**config.mk**
```make
export PLATFORM = sky130hd
export DESIGN_NAME = sound_event_player_flat
export DESIGN_NICKNAME = d
export VERILOG_FILES = /design/src/rtl/sound_event_player_if.sv /design/src/rtl/sound_event_player.sv /design/src/flat_wrapper.sv
export SDC_FILE = /design/constraint.sdc
export NUM_CORES = 1
export LEC_CHECK = 0
export ABC_AREA = 1
export CAP_MARGIN = 20
export CORE_MARGIN = 2
export CORE_UTILIZATION = 55
export DETAILED_ROUTE_END_ITERATION = 12
export MAX_ROUTING_LAYER = met4
export PLACE_DENSITY_LB_ADDON = 0.1
export SLEW_MARGIN = 20
export SYNTH_ARGS = -nofsm -noshare
export SYNTH_HDL_FRONTEND = slang
export SYNTH_SLANG_ARGS = --single-unit
```
**constraint.sdc**
```tcl
create_clock -name clk -period 2.3 [get_ports clk]
set_input_delay 0.345 -clock clk [delete_from_list [all_inputs] [get_ports clk]]
set_output_delay 0.345 -clock clk [all_outputs]
set_load 0.05 [all_outputs]
```
**src/rtl/sound_event_player_if.sv**
```systemverilog
// Event/audio bundle of the sound player: game events and tick in, tone and status out.
interface sound_event_player_if;
  logic       tick;
  logic       wallHit;
  logic       ballHit;
  logic       pocketHit;
  logic       gameOver;
  logic       audioOut;
  logic       anySound;
  logic       startPulse;
  logic [1:0] soundId;

  modport master (
    output tick, wallHit, ballHit, pocketHit, gameOver,
    input  audioOut, anySound, startPulse, soundId
  );
  modport slave (
    input  tick, wallHit, ballHit, pocketHit, gameOver,
    output audioOut, anySound, startPulse, soundId
  );
endinterface

```
**src/rtl/sound_event_player.sv**
```systemverilog
// Turns edge-detected game events into prioritised square-wave tones / short note sequences.
module sound_event_player #(
  parameter int HALF_W = 16,
  parameter int DUR_W  = 8
) (
  input logic                 clk,
  input logic                 resetN,
  sound_event_player_if.slave bus
);
  typedef enum logic {IDLE, PLAY} state_t;

  state_t             state;
  logic [3:0]         evNow, evPrev, rise;
  logic [1:0]         soundId, noteIdx, newId;
  logic [DUR_W-1:0]   durCnt;
  logic [HALF_W-1:0]  halfCnt, halfP;
  logic               audioOut, startPulse;
  logic               hasEv, noteEnd, lastNote, accept;

  // Sound table: half period in clk cycles, duration in ticks, last note index.
  function automatic logic [HALF_W-1:0] halfOf(input logic [1:0] id, input logic [1:0] idx);
    case ({id, idx})
      4'b00_00: halfOf = HALF_W'(25000);
      4'b01_00: halfOf = HALF_W'(12500);
      4'b10_00: halfOf = HALF_W'(10000);
      4'b10_01: halfOf = HALF_W'(8000);
      4'b11_00: halfOf = HALF_W'(12500);
      4'b11_01: halfOf = HALF_W'(16666);
      4'b11_10: halfOf = HALF_W'(25000);
      default:  halfOf = HALF_W'(25000);
    endcase
  endfunction

  function automatic logic [DUR_W-1:0] durOf(input logic [1:0] id, input logic [1:0] idx);
    case (id)
      2'd0:    durOf = DUR_W'(30);
      2'd1:    durOf = DUR_W'(50);
      2'd2:    durOf = DUR_W'(100);
      default: durOf = DUR_W'(200);
    endcase
    if (idx > lastOf(id)) durOf = DUR_W'(1);
  endfunction

  function automatic logic [1:0] lastOf(input logic [1:0] id);
    case (id)
      2'd2:    lastOf = 2'd1;
      2'd3:    lastOf = 2'd2;
      default: lastOf = 2'd0;
    endcase
  endfunction

  assign evNow = {bus.gameOver, bus.pocketHit, bus.ballHit, bus.wallHit};
  assign rise  = evNow & ~evPrev;

  always_comb begin
    hasEv = |rise;
    newId = 2'd0;
    if      (rise[3]) newId = 2'd3;
    else if (rise[2]) newId = 2'd2;
    else if (rise[1]) newId = 2'd1;
    halfP    = halfOf(soundId, noteIdx);
    noteEnd  = (state == PLAY) && bus.tick && (durCnt == DUR_W'(1));
    lastNote = (noteIdx == lastOf(soundId));
    // A sequence finishing this very cycle counts as idle for arbitration.
    accept   = hasEv && ((state == IDLE) || (noteEnd && lastNote) || (newId > soundId));
  end

  always_ff @(posedge clk or negedge resetN) begin
    if (!resetN) begin
      state      <= IDLE;
      evPrev     <= '0;
      soundId    <= '0;
      noteIdx    <= '0;
      durCnt     <= '0;
      halfCnt    <= '0;
      audioOut   <= 1'b0;
      startPulse <= 1'b0;
    end else begin
      evPrev     <= evNow;
      startPulse <= 1'b0;
      if (accept) begin
        state      <= PLAY;
        soundId    <= newId;
        noteIdx    <= 2'd0;
        durCnt     <= durOf(newId, 2'd0);
        halfCnt    <= '0;
        audioOut   <= 1'b0;
        startPulse <= 1'b1;
      end else if (state == PLAY) begin
        if (noteEnd) begin
          halfCnt  <= '0;
          audioOut <= 1'b0;
          if (lastNote) begin
            state   <= IDLE;
            noteIdx <= 2'd0;
            durCnt  <= '0;
          end else begin
            noteIdx <= noteIdx + 2'd1;
            durCnt  <= durOf(soundId, noteIdx + 2'd1);
          end
        end else begin
          if (bus.tick) durCnt <= durCnt - DUR_W'(1);
          if (halfCnt == halfP - HALF_W'(1)) begin
            halfCnt  <= '0;
            audioOut <= ~audioOut;
          end else begin
            halfCnt <= halfCnt + HALF_W'(1);
          end
        end
      end
    end
  end

  assign bus.audioOut   = audioOut;
  assign bus.anySound   = (state == PLAY);
  assign bus.startPulse = startPulse;
  assign bus.soundId    = soundId;
endmodule

```
**src/flat_wrapper.sv**
```systemverilog
// flat-port wrapper written by rule: the top's interface ports become plain ports
module sound_event_player_flat 
#(
  parameter int HALF_W = 16,
  parameter int DUR_W  = 8
)
  (clk, resetN, bus_tick, bus_wallHit, bus_ballHit, bus_pocketHit, bus_gameOver, bus_audioOut, bus_anySound, bus_startPulse, bus_soundId);
  sound_event_player_if bus_i ();
  input logic clk;
  input logic resetN;
  input wire logic [$bits(bus_i.tick)-1:0] bus_tick;
  input wire logic [$bits(bus_i.wallHit)-1:0] bus_wallHit;
  input wire logic [$bits(bus_i.ballHit)-1:0] bus_ballHit;
  input wire logic [$bits(bus_i.pocketHit)-1:0] bus_pocketHit;
  input wire logic [$bits(bus_i.gameOver)-1:0] bus_gameOver;
  output wire logic [$bits(bus_i.audioOut)-1:0] bus_audioOut;
  output wire logic [$bits(bus_i.anySound)-1:0] bus_anySound;
  output wire logic [$bits(bus_i.startPulse)-1:0] bus_startPulse;
  output wire logic [$bits(bus_i.soundId)-1:0] bus_soundId;
  assign bus_i.tick = bus_tick;
  assign bus_i.wallHit = bus_wallHit;
  assign bus_i.ballHit = bus_ballHit;
  assign bus_i.pocketHit = bus_pocketHit;
  assign bus_i.gameOver = bus_gameOver;
  assign bus_audioOut = bus_i.audioOut;
  assign bus_anySound = bus_i.anySound;
  assign bus_startPulse = bus_i.startPulse;
  assign bus_soundId = bus_i.soundId;
  sound_event_player #(.HALF_W(HALF_W), .DUR_W(DUR_W)) u_core (.clk(clk), .resetN(resetN), .bus(bus_i));
endmodule
```
### Yosys cells after proc, flatten, opt, wreduce, memory -nomap -nowiden

Index checks and enable logic that the tools add are counted.

| cells by class | value |
|---|---|
| add/sub/neg operators | 4 |
| magnitude comparators | 3 |
| equality and inequality tests | 14 |
| muxes and demuxes | 37 |
| bitwise logic cells | 4 |
| reduce and logical (&&, ||, !) cells | 17 |

Operator list:

| cell | count |
|---|---|
| two-way mux 16 bit | 4 |
| one-hot mux 15 bit (4 select lines) | 1 |
| two-way mux 8 bit | 7 |
| one-hot mux 8 bit (3 select lines) | 2 |
| two-way mux 2 bit | 11 |
| adder 16 x 1 -> 16 bit (second input constant) | 1 |
| == test 16 bit | 1 |
| == test 4 bit (second input constant) | 4 |
| subtractor 15 x 1 -> 16 bit (second input constant) | 1 |
| two-way mux 1 bit | 10 |
| == test 2 bit (second input constant) | 4 |
| == test 8 x 1 -> 1 bit (second input constant) | 1 |
| one-hot mux 2 bit (2 select lines) | 2 |
| subtractor 8 x 1 -> 8 bit (second input constant) | 1 |
| AND reduction 2 bit | 3 |
| nonzero test 3 bit | 2 |
| bitwise AND 4 bit | 1 |
| == test 2 x 1 -> 1 bit (second input constant) | 2 |
| == test 4 x 3 -> 1 bit (second input constant) | 1 |
| > comparator 2 bit | 2 |
| logical AND 1 bit | 4 |
| zero test 2 bit | 2 |
| inverter 4 bit | 1 |
| nonzero test 2 bit | 2 |
| 7 further kinds | 9 |

| word-level totals | value |
|---|---|
| register bits | 35 |
| input bits | 7 |
| output and inout port bits | 5 |
| word-level logic and storage cells | 87 |

### Logic depth before layout (Yosys ltp)

| logic depth | value |
|---|---|
| depth in word-level cells | 15 |
| gate-level depth with buffers | 16 |
| depth with buffers taken out | 16 |

### Worst setup path after synthesis

No wires, ideal clock.

| path | value |
|---|---|
| kind | register -> register |
| from | register u_core.soundId[1], in the netlist u_core.bus.soundId[1] |
| to | register u_core.halfCnt[13] |
| setup time | 0.134 ns |
| arrival time | 2.502 ns |
| data required time | 2.166 ns |
| slack | -0.336 ns |
| stages on the path, launching flop included | 15 |
| buffers on the path | 1 |
| clock period less this slack | 2.636 ns |
| cells stage by stage | dfrtp_1 inv_1 ha_1 o21ai_1 ha_1 nand2_1 inv_1 nand2_1 nand2_1 nand2_1 nor2_1 nand3_1 o21ai_4 buf_6 a21oi_1 |

| on the way | value |
|---|---|
| cells in the longest elaborated chain, start to end | 9 |
| elaborated cells on any way between the ends | 23 |
| those cells by class | add/sub (1); order compare (1); eq/ne (9); mux (6); reduce/logical (6) |

RTL lines:

| what | line | RTL |
|---|---|---|
| start, declared | sound_event_player.sv:14 | `logic [1:0] soundId, noteIdx, newId;` |
| start signal, assigned | sound_event_player.sv:83 | `soundId <= newId;` |
| == test 4 x 3 -> 1 bit or == test 4 bit (tied branches) | sound_event_player.sv:22 | `case ({id, idx})` |
| OR reduction 2 bit (no line) | -- |  |
| one-hot mux 15 bit (4 select lines) | sound_event_player.sv:22 |  |
| subtractor 15 x 1 -> 16 bit | sound_event_player.sv:103 | `if (halfCnt == halfP - HALF_W'(1)) begin` |
| == test 16 bit | sound_event_player.sv:103 |  |
| two-way mux 16 bit | sound_event_player.sv:103 |  |
| two-way mux 16 bit | sound_event_player.sv:90 | `if (noteEnd) begin` |
| two-way mux 16 bit | sound_event_player.sv:89 | `end else if (state == PLAY) begin` |
| two-way mux 16 bit | sound_event_player.sv:81 | `if (accept) begin` |
| end signal, assigned | sound_event_player.sv:107 | `halfCnt <= halfCnt + HALF_W'(1);` |
| end, declared | sound_event_player.sv:16 | `logic [HALF_W-1:0] halfCnt, halfP;` |

Parallel ways exist; a longest one is shown, timed or not. The select of a mux whose other input is x is not followed.
A chain may end at the register's enable or synchronous reset.

### Final worst setup path

| path | value |
|---|---|
| from | register u_core.soundId[0], in the netlist u_core.bus.soundId[0] |
| to | register u_core.audioOut, in the netlist u_core.bus.audioOut |

| on the way | value |
|---|---|
| cells in the longest elaborated chain, start to end | 9 |
| elaborated cells on any way between the ends | 22 |
| those cells by class | add/sub (1); order compare (1); eq/ne (9); mux (3); reduce/logical (8) |

RTL lines:

| what | line | RTL |
|---|---|---|
| parallel branches: the longest is 9 deep, another holds subtractor 15 x 1 -> 16 bit | -- |  |
| end signal, assigned | sound_event_player.sv:105 | `audioOut <= ~audioOut;` |
| end, declared | sound_event_player.sv:17 | `logic audioOut, startPulse;` |

Several ways; the timed one is not identified.

==> insert_results.sql <==
INSERT INTO impl_metrics (metric_group, metric, value, unit) VALUES
('yosys', 'synth.top_cells.by_count', 'sky130_fd_sc_hd__nand2_1 (97), sky130_fd_sc_hd__inv_1 (45), sky130_fd_sc_hd__nor2_1 (38)', ''),
('yosys', 'synth.lib_cells_used.distinct', '36', ''),
('floorplanning', 'placeable_core_region', '4414', 'um^2'),
('global_routing', 'grt_max_degree', '36', ''),
('setup_path', 'timing.critical_path.from_type', 'flip-flop', ''),
('setup_path', 'r2r_cells', '15', ''),
('cells_and_area', 'filler_cell_count', '351', ''),
('setup_path', 'critical_path_peak_fanout', '5', ''),
('yosys', 'ys_seq_elements', '35', ''),
('sta', 'fin_crit_sh', '0.9906', ''),
('setup_path', 'regToRegStartpoint', 'u_core.bus.soundId[0]', ''),
('place', 'post-dp-hpwl', '4843', 'um'),
('yosys', 'avgSynthCellArea', '7.140', 'um^2'),
('yosys', 'synth-warning-count', '0', ''),
('global_routing', 'wire_length_of_the_first_global_routing_pass', '11160', 'um'),
('setup_path', 'reg2reg_setup_slack', '0.02', 'ns'),
('yosys', 'synth.cell_area', '2556', 'um^2'),
('cells_and_area', 'num_antenna_cells', '0', ''),
('cells_and_area', 'fin_util', '0.7494', ''),
('clocking', 'cts.htree.levels', '2', ''),
('drt', 'postRouteAntennaNets', '0', ''),
('floorplanning', 'rows', '24', ''),
('cells_and_area', 'finalNetCount', '438', ''),
('setup_path', 'reg2reg_to', 'u_core.bus.audioOut', ''),
('sta', 'worst_clock_skew', '0.005418', 'ns'),
('drt', 'dr.first_iter.drc_count', '218', ''),
('yosys', 'synth.yosys.seq_area_share', '0.3426', ''),
('yosys', 'synth_top_area_cell', 'sky130_fd_sc_hd__dfrtp_1', ''),
('clocking', 'root_buffer', 'sky130_fd_sc_hd__clkbuf_8', ''),
('clocking', 'ctsLongestPathBuffers', '2', ''),
('place', 'gp_routability_congestion', '1.001', ''),
('job', 'cap_viol_max_count', '0', ''),
('sta', 'fin_tns_setup', '0', 'ns'),
('clocking', 'tritoncts.num_buffers', '5', ''),
('floorplanning', 'pin_count', '12', ''),
('sta', 'slew_headroom', '0.4806', ''),
('sta', 'rsz0062_at_grt', 'yes', ''),
('yosys', 'synth_top_flop_cell', 'sky130_fd_sc_hd__dfrtp_1', ''),
('cells_and_area', 'area_overhead_of_the_layout_relative_to_synthesis', '29.42', '%'),
('sta', 'hold_viol', '0', ''),
('drt', 'num_vias', '2538', ''),
('run_status', 'run_status', 'complete, no violations', ''),
('global_routing', 'grt_antenna_before_repair', '0', ''),
('sta', 'final_critical_path_time_including_i_o_delays_and_setup', '2.278', 'ns'),
('setup_path', 'end_kind', 'flip-flop', ''),
('sta', 'timing.fmax', '0.4389', 'GHz'),
('yosys', 'post_synth_main_area_contributors', 'sky130_fd_sc_hd__dfrtp_1 (34%), sky130_fd_sc_hd__nand2_1 (14%), sky130_fd_sc_hd__ha_1 (8.3%)', ''),
('yosys', 'syn_nets', '382', ''),
('clocking', 'clock_sink_count', '35', ''),
('cells_and_area', 'layout-drive-gt1-share', '0.2578', ''),
('yosys', 'synthDominantCellAreaShare', '0.3426', ''),
('pwr', 'power.ir.vdd_worst', '0.0008493', 'V'),
('yosys', 'synth_enable_flop_cells', '0', ''),
('global_routing', 'vias_in_the_first_global_route', '2368', ''),
('clocking', 'clkLatencyLatePin', '0.29', 'ns'),
('drt', 'firstDrtPassIters', '6', ''),
('clocking', 'clk_transition_reported_paths', '0.07', 'ns'),
('sta', 'worst_slew_pin_slew', '0.7791', 'ns'),
('yosys', 'synthArstFlopShare', '1.000', ''),
('yosys', 'post_synthesis_cells', '358', ''),
('setup_path', 'worst_path_arrival', '2.45', 'ns'),
('yosys', 'post-synth-top-count-cell', 'sky130_fd_sc_hd__nand2_1', ''),
('pwr', 'powerDensity', '1198', 'nW/um^2'),
('setup_path', 'critPathRequiredTime', '2.48', 'ns'),
('hold_path', 'timing.hold.worst.class', 'in -> async', ''),
('drt', 'routedWlPerCell', '14.28', 'um'),
('place', 'placement.setup.worst_slack', '-0.2241', 'ns'),
('clocking', 'cts_hold_buf', '0', ''),
('drt', 'post_drt_via_cell_ratio', '5.435', ''),
('sta', 'finalSetupViolations', '0', ''),
('drt', 'route.detailed.drc', '0', '');
## worst max-delay path by stage
stage	from	end	slack, ns	depth (start not counted)
2_1_floorplan	u_core.bus.soundId[1]	u_core.halfCnt[13]	-0.001	13
3_3_place_gp	bus_ballHit	u_core.bus.audioOut	-0.15	16
3_5_place_dp	bus_ballHit	u_core.bus.audioOut	-0.22	16
4_1_cts	u_core.bus.soundId[0]	u_core.bus.audioOut	0.0005	15
5_1_grt	u_core.bus.soundId[0]	u_core.bus.audioOut	-0.1	15
6_report	u_core.bus.soundId[0]	u_core.bus.audioOut	0.02	15
## report_power, final
group | internal (mW) | switching (mW)
Sequential | 0.763 | 0.145
Combinational | 1.06 | 1.50
Clock | 0.273 | 0.222
Total | 2.10 | 1.87
## flip-flops by register name (all words and copies together), names as in the netlist
name                   count
u_core.bus.audioOut        1
u_core.evPrev              4
u_core.bus.anySound        1
u_core.bus.startPulse      1
u_core.noteIdx             2
u_core.bus.soundId         2
u_core.halfCnt            16
u_core.durCnt              8
## cell families (layout without fill, tap and decap cells)
| family | Yosys count | after routing | synth area share |
|---|---|---|---|
| compound gates | 46 | 46 | 0.1057 |
| flops | 35 | 35 | 0.3426 |
| fa+ha+maj | 17 | 17 | 0.08321 |
| xor+xnor | 17 | 17 | 0.05825 |
| buf+inv | 56 | 113 | 0.08761 |
| simple gates | 187 | 187 | 0.3226 |
## cells in the final DEF, fill, tap and decap left out, drive strengths merged, types with 2 or more instances in the layout
cell / synthesis / routed
xnor2: 3 / 3
a21oi: 17 / 17
xor2: 14 / 14
nand3: 29 / 29
nand2: 105 / 105
o22ai: 2 / 2
nor3: 5 / 5
o21ai: 21 / 21
inv: 51 / 51
nor2: 39 / 39
ha: 17 / 17
dfrtp: 35 / 35
buf: 2 / 43
clkdlybuf4s50: 0 / 10
nand4: 5 / 5
clkbuf: 2 / 8
## metrics by stage
stage,area (um^2),power [mW],hold slack [ns],std cells
2_1_floorplan,2595,2.440,0.04941,358
3_3_place_gp,3034,3.078,0.4648,456
3_5_place_dp,3034,3.136,0.4703,456
4_1_cts,3149,3.684,0.1607,466
5_1_grt,3308,4.286,0.2130,467
6_report,3308,3.962,0.1315,467
## final cells by class
class / instances / area, um^2 / share of cell area
tap: 52 / 65.06 / 0.01967
sequential: 35 / 879.6 / 0.2659
clock buffer: 8 / 100.1 / 0.03026
multi-input combinational: 267 / 1638 / 0.4951
timing repair buffer: 53 / 425.4 / 0.1286
inverter: 52 / 200.2 / 0.06051
## repair_timing
| action | in CTS | in global routing |
|---|---|---|
| pin swaps | 1 | 3 |
| gates cloned | 0 | 1 |
| endpoints found under the setup margin | 16 | 24 |
| gates resized for setup | 0 | 43 |
| setup buffers | 2 | 0 |
## metal layers
layer,vias up,track usage,share of wire
li1,1253,-,-
met1,1201,0.4180,0.48
met2,73,0.4098,0.46
met3,11,0.03750,0.050
met4,0,0.06499,0.011
met5,-,-,0
## worst max-delay path: stages, from the launching register on
cell and delay, ns:
sky130_fd_sc_hd__dfrtp_2 0.47, sky130_fd_sc_hd__ha_4 0.21, sky130_fd_sc_hd__o21ai_4 0.21, sky130_fd_sc_hd__ha_4 0.19, sky130_fd_sc_hd__nand2_1 0.08, sky130_fd_sc_hd__inv_2 0.08
sky130_fd_sc_hd__nand2_1 0.05, sky130_fd_sc_hd__nand2_1 0.05, sky130_fd_sc_hd__nand2_1 0.05, sky130_fd_sc_hd__nor2_1 0.14, sky130_fd_sc_hd__nand3_2 0.12, sky130_fd_sc_hd__o21ai_4 0.21
sky130_fd_sc_hd__buf_6 0.15, sky130_fd_sc_hd__nand2_2 0.04, sky130_fd_sc_hd__nand2_1 0.05, sky130_fd_sc_hd__nand2_1 0.05
(Power assumes the default switching activity.)
